$ cat src/rtl/imem_loader_pkg.sv
// rtl/imem_loader_pkg.sv - shared types and constants for the instruction memory loader
package imem_loader_pkg;

  typedef enum logic [2:0] {
    ST_IDLE,
    ST_HDR_LO,
    ST_HDR_HI,
    ST_PAYLOAD,
    ST_WRITE,
    ST_CHECK,
    ST_DONE,
    ST_ERR
  } state_t;

  localparam int WORD_BYTES = 4;
  localparam logic [7:0] CHECK_INIT = 8'h00;

endpackage

$ cat src/rtl/imem_loader_word_packer.sv
// rtl/imem_loader_word_packer.sv - packs LSB-first bytes into little-endian 32-bit words
module imem_word_packer
  import imem_loader_pkg::*;
(
  input  logic        clk,
  input  logic        reset,
  input  logic        clear,
  input  logic        byte_valid,
  input  logic [7:0]  byte_data,
  output logic [31:0] word,
  output logic        word_ready
);

  logic [1:0] idx;

  // Shifting right means the first byte of a word ends up in bits [7:0].
  always_ff @(posedge clk or negedge reset) begin
    if (!reset) begin
      idx  <= '0;
      word <= '0;
    end else if (clear) begin
      idx  <= '0;
      word <= '0;
    end else if (byte_valid) begin
      word <= {byte_data, word[31:8]};
      idx  <= idx + 2'd1;
    end
  end

  assign word_ready = byte_valid && (idx == 2'(WORD_BYTES - 1));

endmodule

$ cat src/rtl/imem_loader.sv
// rtl/imem_loader.sv - boot-time byte stream to instruction memory writer with XOR check
module imem_loader
  import imem_loader_pkg::*;
#(
  parameter int          ADDR_WIDTH     = 8,
  parameter logic [31:0] BASE_ADDR      = 32'h0000_0000,
  parameter int          TIMEOUT_CYCLES = 1000000
) (
  input  logic                  clk,
  input  logic                  reset,
  input  logic                  start,
  input  logic [7:0]            rx_data,
  input  logic                  rx_valid,
  output logic                  rx_ready,
  output logic                  imem_we,
  output logic [31:0]           imem_waddr,
  output logic [31:0]           imem_wdata,
  output logic                  cpu_hold,
  output logic                  busy,
  output logic                  done,
  output logic                  error,
  output logic [ADDR_WIDTH:0]   words_loaded
);

  localparam int              TW        = $clog2(TIMEOUT_CYCLES + 1);
  localparam logic [TW-1:0]   TMO_LAST  = TW'(TIMEOUT_CYCLES - 1);
  localparam logic [16:0]     MAX_WORDS = 17'(2 ** ADDR_WIDTH);

  state_t              state;
  logic [7:0]          n_lo;
  logic [15:0]         n_words;
  logic [7:0]          checksum;
  logic [TW-1:0]       tmo;
  logic                accept;
  logic                pk_valid;
  logic                pk_clear;
  logic                pk_word_ready;
  logic [15:0]         hdr_n;
  logic [ADDR_WIDTH:0] wl_next;

  assign accept   = rx_valid && rx_ready;
  assign pk_valid = accept && (state == ST_PAYLOAD);
  assign pk_clear = start && (state == ST_IDLE || state == ST_DONE || state == ST_ERR);
  assign hdr_n    = {rx_data, n_lo};
  assign wl_next  = words_loaded + 1'b1;

  // The packer's register is the write data; it is complete during ST_WRITE.
  imem_word_packer u_packer (
    .clk        (clk),
    .reset      (reset),
    .clear      (pk_clear),
    .byte_valid (pk_valid),
    .byte_data  (rx_data),
    .word       (imem_wdata),
    .word_ready (pk_word_ready)
  );

  always_ff @(posedge clk or negedge reset) begin
    if (!reset) begin
      state        <= ST_IDLE;
      rx_ready     <= 1'b0;
      imem_we      <= 1'b0;
      imem_waddr   <= '0;
      cpu_hold     <= 1'b0;
      busy         <= 1'b0;
      done         <= 1'b0;
      error        <= 1'b0;
      words_loaded <= '0;
      checksum     <= CHECK_INIT;
      tmo          <= '0;
      n_lo         <= '0;
      n_words      <= '0;
    end else begin
      imem_we <= 1'b0;

      // Timeout only runs while waiting for a byte; transitions below need an accept.
      if (accept) begin
        tmo <= '0;
      end else if (rx_ready) begin
        if (tmo == TMO_LAST) begin
          state    <= ST_ERR;
          rx_ready <= 1'b0;
          busy     <= 1'b0;
          error    <= 1'b1;
        end else begin
          tmo <= tmo + 1'b1;
        end
      end

      unique case (state)
        ST_IDLE, ST_DONE, ST_ERR: begin
          if (start) begin
            state        <= ST_HDR_LO;
            rx_ready     <= 1'b1;
            cpu_hold     <= 1'b1;
            busy         <= 1'b1;
            done         <= 1'b0;
            error        <= 1'b0;
            words_loaded <= '0;
            checksum     <= CHECK_INIT;
            tmo          <= '0;
          end
        end
        ST_HDR_LO: begin
          if (accept) begin
            n_lo  <= rx_data;
            state <= ST_HDR_HI;
          end
        end
        ST_HDR_HI: begin
          if (accept) begin
            n_words <= hdr_n;
            if ({1'b0, hdr_n} > MAX_WORDS) begin
              state    <= ST_ERR;
              rx_ready <= 1'b0;
              busy     <= 1'b0;
              error    <= 1'b1;
            end else if (hdr_n == 16'd0) begin
              state <= ST_CHECK;
            end else begin
              state <= ST_PAYLOAD;
            end
          end
        end
        ST_PAYLOAD: begin
          if (accept) begin
            checksum <= checksum ^ rx_data;
            if (pk_word_ready) begin
              state      <= ST_WRITE;
              rx_ready   <= 1'b0;
              imem_we    <= 1'b1;
              imem_waddr <= BASE_ADDR + 32'({words_loaded, 2'b00});
            end
          end
        end
        ST_WRITE: begin
          words_loaded <= wl_next;
          rx_ready     <= 1'b1;
          state        <= (17'(wl_next) == {1'b0, n_words}) ? ST_CHECK : ST_PAYLOAD;
        end
        ST_CHECK: begin
          if (accept) begin
            rx_ready <= 1'b0;
            busy     <= 1'b0;
            if (rx_data == checksum) begin
              state    <= ST_DONE;
              done     <= 1'b1;
              cpu_hold <= 1'b0;
            end else begin
              state <= ST_ERR;
              error <= 1'b1;
            end
          end
        end
        default: state <= ST_IDLE;
      endcase
    end
  end

endmodule
$ cat config.mk
export PLATFORM = sky130hd
export DESIGN_NAME = imem_loader
export DESIGN_NICKNAME = d
export VERILOG_FILES = /design/src/rtl/imem_loader_pkg.sv /design/src/rtl/imem_loader_word_packer.sv /design/src/rtl/imem_loader.sv
export SDC_FILE = /design/constraint.sdc
export NUM_CORES = 1
export LEC_CHECK = 0
export ABC_AREA = 1
export BUFFER_PORTS_ARGS = -buffer_cell sky130_fd_sc_hd__buf_2
export CORE_UTILIZATION = 55
export DETAILED_ROUTE_END_ITERATION = 16
export PLACE_DENSITY = 0.79
export RECOVER_POWER = 100
export SYNTH_ARGS = -nofsm -noshare
export SYNTH_HDL_FRONTEND = slang
export SYNTH_HIERARCHICAL = 1
export SYNTH_SLANG_ARGS = --single-unit
$ cat constraint.sdc
create_clock -name clk -period 2.1 [get_ports clk]
set_input_delay 0 -clock clk [delete_from_list [all_inputs] [get_ports clk]]
set_output_delay 0 -clock clk [all_outputs]
set_load 0.01 [all_outputs]
==> summary by stage, run 1 <==
Outcome
The flow ran to the end, and the final reports show no timing, DRC or antenna violations.

Timing
The slew at the pin closest to its max-slew limit is 1.10 ns. In the finished design, the share of the clock period the worst path needs comes to 0.929. Across the routed clock network, the largest skew measured is 0.00620 ns.

Setup repair after global routing left no endpoint under its margin. Adding up every negative setup slack in the final design gives 0 ns. The worst slew margin relative to its limit is 0.263. The count of endpoints failing hold in the final timing report is 0. The highest achievable clock rate is 0.512 GHz.

The final period demand of the worst path is 1.95 ns. The number of slew-limit violations in the final report is 0. The final setup violation count is 0.

Clock tree
Clock latency on the worst-skew pair, taken at its later pin, is 0.52 ns. The clock tree from TritonCTS is yes. The longest clock path from root to sink contains 2 buffers. Clock-pin slew was measured on the worst setup and hold paths at 0.05 ns. Clock tree synthesis inserted a total of 17 buffers.

The total clock sinks is 113. In this run the clock root is driven by a clkbuf_8. The number of setup buffers added after CTS is 0. The maximum level of the CTS H-tree is 4.

Critical path
By startpoint and endpoint, the worst setup path is classified as flop to flop. In this design, the critical path's most frequently occurring cell is nand2_1. The worst setup path is launched from a flop. The beginning of the critical path is state[0]$_DFF_PN0_. Of all nets on the critical path, the largest fanout is 34. The critical path arrival is 2.41 ns.

The startpoint identified for the worst register-to-register timing path is state[0]$_DFF_PN0_. The slowest stage of the critical path is the dfrtp_1 cell. Traced cell by cell, the critical path runs through inv_2, nor2_8, nand2_1, nand3_2, inv_4, nand2_4, inv_2, nor2_8, nand2_1, nand2_1.

For this run, the slowest stage of the critical path takes 0.42 ns. STA puts the critical path data required time at 2.55 ns. STA classifies the critical path endpoint as a flop.

Detailed routing
In the routed layout, each cell is associated on average with a via count of 5.28. Summed over all layers, the routed wires come to 14.2 mm. The starting DRC count in detailed routing is 403. The remaining antenna violation count after routing is 0.

The average wire per standard cell is 14.5 um. The final route contains 5,172 vias. The pre-antenna-repair detailed-routing pass consisted of 5 iterations. The DRC violation count after routing is 0.

Pwr
The overall power after layout is 8810 uW. The worst-case IR drop observed on VDD is 0.695 mV. The power density relative to cell area is 1260 nW/um^2.

The analysis attributes to cell leakage a power of 0.00341 uW.

Synthesis
The number of enable-type register cells in the synthesized netlist is 0. Synthesis produced a netlist whose cell count is 750. In this run, synthesis produced a sequential element count of 113. Dividing the synthesized area by the synthesized cell count gives 8.21 um^2. In this run the cell area of the synthesized design comes to 6150 um^2.

The largest area contributor in the synthesized netlist is dfrtp_1. Counting instances in the post-synthesis netlist gives the leading cell types as nand2_1 (199), dfrtp_1 (113), nand3_1 (75), inv_1 (69), nor2_1 (46). The share of synthesized area in the top cell type comes to 0.459. The number of different library cells used by synthesis comes to 45. The share of the yosys chip area belonging to registers is 0.459. The share of synthesized flip-flops with an asynchronous set or reset is 1.00. The cell with the most instances after synthesis is nand2_1. The most common flop cell mapped by yosys is dfrtp_1. During synthesis, Yosys emitted a total of 6 warnings. Ranked by total cell area, the synthesized netlist is headed by dfrtp_1 (46%), nand2_1 (12%), nand3_1 (6.1%), inv_1 (4.2%), buf_4 (3.2%).

Floorplanning
The core region is 10,900 um^2. The die footprint is 11,600 um^2. The row count is 38.

The width of the die is 108 um. The initial utilization of the core area, before any placement, comes to 0.565. The die is 108 um tall. 91 I/O pins were placed.

Final layout
The final design utilization is 0.640. From synthesis to final layout, the design area changed by 13.2%. The fraction of final layout cells with drive strength greater than 1 is 0.111. The count of fill cells added during filler insertion is 932. The final net count is 844.

Global routing
The number of global-route vias before repair was 4,887. The remaining global-route overflow is 0. In the global route stage, overall resource usage came out at 0.261.

The number of antenna violations at the first check in global routing is 0. Entering global routing, the biggest net connects 46 pins. The first global-routing pass estimated 23.5 mm of wire.

Placement
During placement, the flow inserted port buffers numbering 67. Once detailed placement completed, the half-perimeter wirelength came to 9.86 mm. The placer congestion estimate is 0.922.

Min path
The worst hold path belongs to the class primary input to asynchronous set/reset pin.

Flow run
The tool flagged a number of max-cap violations equal to 0.
==> kinds of logic (layout without fill, tap and decap cells) <==
logic type | count (synthesis) | count (layout) | synth area share
compound gates | 97 | 97 | 0.0968
xor+xnor | 21 | 21 | 0.0321
fa+ha+maj | 3 | 3 | 0.00610
buf+inv | 129 | 195 | 0.109
flops | 113 | 113 | 0.459
mux | 1 | 1 | 0.00183
other cells | 1 | 24 | 0.000609
simple gates | 385 | 385 | 0.294
==> what timing repair did <==
item,in CTS,in global routing
setup endpoints to repair,0,1
gates resized for setup,0,1
hold endpoints to repair,131,0
hold buffers,11,0
==> power by group <==
part	switching, uW	internal, uW
Clock	938	1690
Combinational	1980	947
Sequential	512	2740
Total	3430	5370
==> registers in the layout, indices dropped and copies added, names as in the netlist <==
signal,cells
tmo,20
state,3
checksum,8
error,1
u_packer/idx,2
cpu_hold,1
imem_waddr,9
busy,1
n_words,16
done,1
u_packer/word,32
words_loaded,9
rx_ready,1
n_lo,8
imem_we,1
==> stage by stage <==
step | area, um^2 | instances | hold slack [ns] | setup slack [ns]
finish | 6970 | 979 | 0.212 | 0.149
global route | 6960 | 978 | 0.314 | 0.0340
CTS | 7110 | 978 | 0.0308 | 0.158
detailed placement | 6460 | 939 | 0.0336 | 0.165
global placement | 6460 | 939 | 0.0310 | 0.284
floorplan | 6240 | 772 | -0.296 | 0.233
==> final timing paths <==
kind / to / slack, ns / cells after the start
max: u_packer/word[11]$_DFFE_PN0P_ / 0.15 / 10
min: imem_waddr[3]$_DFFE_PN0P_ / 0.21 / 2
max reg2reg: u_packer/word[11]$_DFFE_PN0P_ / 0.15 / 10
min reg2reg: u_packer/word[5]$_DFFE_PN0P_ / 0.47 / 2
max in group asynchronous: tmo[8]$_DFF_PN0_ / 0.58 / 3
min in group clk: u_packer/word[29]$_DFFE_PN0P_ / 0.31 / 4
==> area by class of cell <==
type	instances	area [um^2]	share of cell area
diodes	1	2.50	0.000359
repair buffers	85	419	0.0602
inverters	82	313	0.0449
well taps	140	175	0.0251
clock inverters	6	57.6	0.00826
clock buffers	22	483	0.0693
multi-input cells	530	2690	0.386
flip-flops and latches	113	2830	0.406
==> per-layer routing <==
| layer | up-vias | part of all wire | GRT usage |
|---|---|---|---|
| li1 | 2548 | - | - |
| met1 | 2466 | 0.43 | 0.333 |
| met2 | 127 | 0.51 | 0.424 |
| met3 | 31 | 0.039 | 0.0569 |
| met4 | 0 | 0.023 | 0.117 |
| met5 | - | 0 | 0 |
==> cells in the final DEF, fill, tap and decap left out, drive strengths merged <==
master       synthesis  final
nand2              206    206
dfrtp              113    113
nand3               88     88
clkbuf               5     83
inv                 82     82
o21ai               57     57
nor2                53     53
conb                 1     23
a21oi               16     16
nor3                14     14
xor2                14     14
buf                 42     13
nand4               12     12
dlygate4sd3          0     11
o22ai                7      7
xnor2                6      6
o211ai               6      6
nor3b                5      5
o31ai                4      4
clkinv               0      4
nand3b               3      3
ha                   3      3
o21bai               2      2
and3                 2      2
a31oi                2      2
or2                  2      2
diode                0      1
a21boi               1      1
a22oi                1      1
a211oi               1      1
xnor3                1      1
mux2                 1      1
bufinv               0      1
clkinvlp             0      1
==> critical path: cells and delay by family (launching register included) <==
kind	cells	cell delay, ns
DFF	1	0.42
buffers and inverters	3	0.30
and+or+nand+nor	7	1.16
Power figures use the tool's default switching activity.
==> run 2: changes to the inputs <==
Settings changed: CORE_ASPECT_RATIO set to 1.2, GPL_TIMING_DRIVEN set to 0.
==> run 2 against run 1 <==
  * Combinational power up 13%
  * Die area about the same
  * Largest cell class unchanged
  * Highest routed layer unchanged
  * Clock-buffer cell count unchanged
  * Cell area up 5.0%
  * Sequential power about the same
==> summary by stage, run 2 (synthesis gave the netlist of run 1 again) <==
Clock tree
The clock root buffer is clkbuf_16. The longest clock path from root to sink contains 2 buffers. The tree built by TritonCTS fans out to 113 sinks. TritonCTS built the clock tree. The clock reaches the later pin of the worst-skew pair after 0.41 ns. The clock transition time at the flip-flop clock pins of the worst setup and hold paths is 0.05 ns. The number of CTS-inserted buffers is 17. The H-tree was split into 4 levels.

Critical path
The slowest cell on the critical path is dfrtp_2. The worst endpoint required time is 2.39 ns. The kind of critical path is flop to flop. The most common cell type on the critical path is nand3_1. Along the worst path, the maximum fanout reaches 10. For the worst setup path, the data arrival time is 2.26 ns. The logic depth of the worst register-to-register path is 9. The setup check on the worst reg-to-reg path leaves a slack of 0.12 ns.

STA classifies the critical path endpoint as a flop. The signal on the critical path passes through ha_1, nand3_1, nor3_2, nand3_1, nand2_1, buf_4, nand2_1, o21ai_0, nand3_1. Following the worst setup path forward leads to its endpoint at rx_ready$_DFF_PN0_. The launch instance of the worst register-to-register path is tmo[0]$_DFF_PN0_. Tracing the worst setup path back leads to its startpoint at tmo[0]$_DFF_PN0_. The kind of launch point of the worst setup path is a flop. The critical register-to-register path endpoint is rx_ready$_DFF_PN0_. The largest single stage delay on the critical path is 0.42 ns.

Final layout
The library cells used most frequently in the layout, excluding fill and tap cells, are nand2_1 (199), dfrtp_1 (112), nand3_1 (81). The largest registers in the layout are u_packer/word: 32 flops, tmo: 20 flops, n_words: 16 flops. The number of flip-flops under the largest register name is 32. The most common cell after layout, fill and taps aside is nand2_1. Relative to the synthesized area, the layout overhead comes to 18.9%. In the final layout, the share of cells above drive strength 1 is 0.138. For this run, the share of the core covered by cells in the final layout is 0.682.

The repair_antennas step left the layout with diodes totalling 0. The filler cells instantiated in the layout total 895. u_packer/word holds more flip-flops than any other register.

The final net count is 883. The final cell count without fillers is 1,010.

Timing
The number of slew-limit violations in the final report was 0. Setup repair after global routing left no endpoint under its margin. At the pin with the least slew margin, the transition time is 1.13 ns. In the finished design, the share of the clock period the worst path needs comes to 0.942.

The count of endpoints failing hold in the final timing report is 0. The clock skew is 0.00715 ns. The final period demand of the worst path is 1.98 ns.

Based on the critical path, the design can be clocked at up to 0.505 GHz. The worst slew margin relative to its limit is 0.245. The final setup violation count is 0. Final hold analysis gives a worst-case slack of 0.0721 ns. In the final timing run, aggregate negative setup slack is 0 ns.

Global routing
The first global-routing pass estimated 25.4 mm of wire. The number of antenna violations at the first check in global routing is 0. The number of global-route vias before repair is 5,460. Entering global routing, the biggest net connects 73 pins. The global-route total usage across every layer is 0.276.

For this run the aggregate overflow at the end of global routing stands at 0.

Outcome
The run finished with clean final reports.

Placement
During placement, the flow inserted port buffers numbering 66. The congestion estimate from routability-driven global placement came to 0.956. The placed instance count is 968. The estimated wirelength of the detail-placed design is 10.7 mm.

Floorplanning
The core region is 10,700 um^2. The vertical die dimension is 118 um. The width of the die is 98.6 um. The floorplan step defined a die boundary enclosing 11,600 um^2.

During I/O placement, the number of pins put on the boundary was 91. The floorplan has 41 rows. The starting density of the core is 0.574.

Flow run
The max-capacitance violation count is 0.

Detailed routing
The DRC violation count after routing is 0. Before antenna repair, the detailed router went through 6 iterations. Dividing the detail-routed via count by the number of cells gives 5.40. The starting DRC count in detailed routing is 432. The average wire per standard cell is 15.0 um. The remaining antenna violation count after routing is 0. The detailed router placed 5,455 vias in this run. Wires add up to 15.2 mm.

Pwr
The power density relative to cell area is 1290 nW/um^2. The overall power after layout is 9460 uW. For this design the static power due to leakage is 0.00363 uW.

The worst-case vdd ir drop is 0.614 mV.

Min path
The instance count along the most critical hold path is 4. The min-delay analysis places its worst path in the category primary input to flop.
## run 2: changes by cell type in the layout (fill, tap and decap cells not counted), sizes merged
cell         delta
buf            +39
bufinv          +2
clkbuf          +1
clkinv          +1
clkinvlp        +1
diode           -1
dlygate4sd3     -1
## run 2: repair_timing
item                                    4_1_cts  5_1_grt
endpoints found under the hold margin        75        0
setup buffers                                 1        0
endpoints found under the setup margin       11        4
pin swaps                                     0        0
hold buffers                                 10        0
gates resized for setup                       0        4
## run 2: worst max-delay path, delay by kind of cell (launching register included)
kind | cells | cell delay [ns]
AND/OR/NAND/NOR | 6 | 0.87
flip-flops | 1 | 0.42
buffers and inverters | 1 | 0.20
adder cells (fa/ha/maj) | 1 | 0.19
AO/OA/AOI/OAI | 1 | 0.17
## run 2: per-layer routing
layer / global-route usage / part of all wire / wire length [um]
met5: 0 / 0 / 0
met1: 0.320 / 0.40 / 6020
met2: 0.489 / 0.53 / 8120
met3: 0.0558 / 0.045 / 686
met4: 0.124 / 0.024 / 362
## run 2: final cells by class
type                       instances  area (um^2)  share of cell area
sequential                       113         2830               0.387
multi-input combinational        530         2670               0.365
clock buffer                      22          464              0.0634
timing repair buffer              78          395              0.0540
buffer                            46          349              0.0477
inverter                          82          315              0.0431
tap                              129          161              0.0221
clock inverter                    10          134              0.0183
## run 2: worst min path at each step
stage / start / to / slack [ns]
floorplan: reset / busy$_DFF_PN0_ / -0.30
global placement: rx_data[6] / u_packer/word[30]$_DFFE_PN0P_ / 0.29
detailed placement: reset / imem_waddr[7]$_DFFE_PN0P_ / 0.04
CTS: rx_valid / error$_DFF_PN0_ / 0.05
global route: rx_valid / error$_DFF_PN0_ / 0.09
finish: rx_valid / error$_DFF_PN0_ / 0.07
## run 2: metrics by stage
stage,setup slack (ns),area [um^2]
finish,0.121,7320
global route,0.00348,7320
CTS,0.0679,7460
detailed placement,-0.0775,6760
global placement,-0.262,6730
floorplan,0.233,6240
## run 2: power by group
part / switching (uW) / total (uW) / internal [uW]
logic: 2150 / 3310 / 1150
clock network: 1000 / 2920 / 1920
registers: 492 / 3230 / 2740
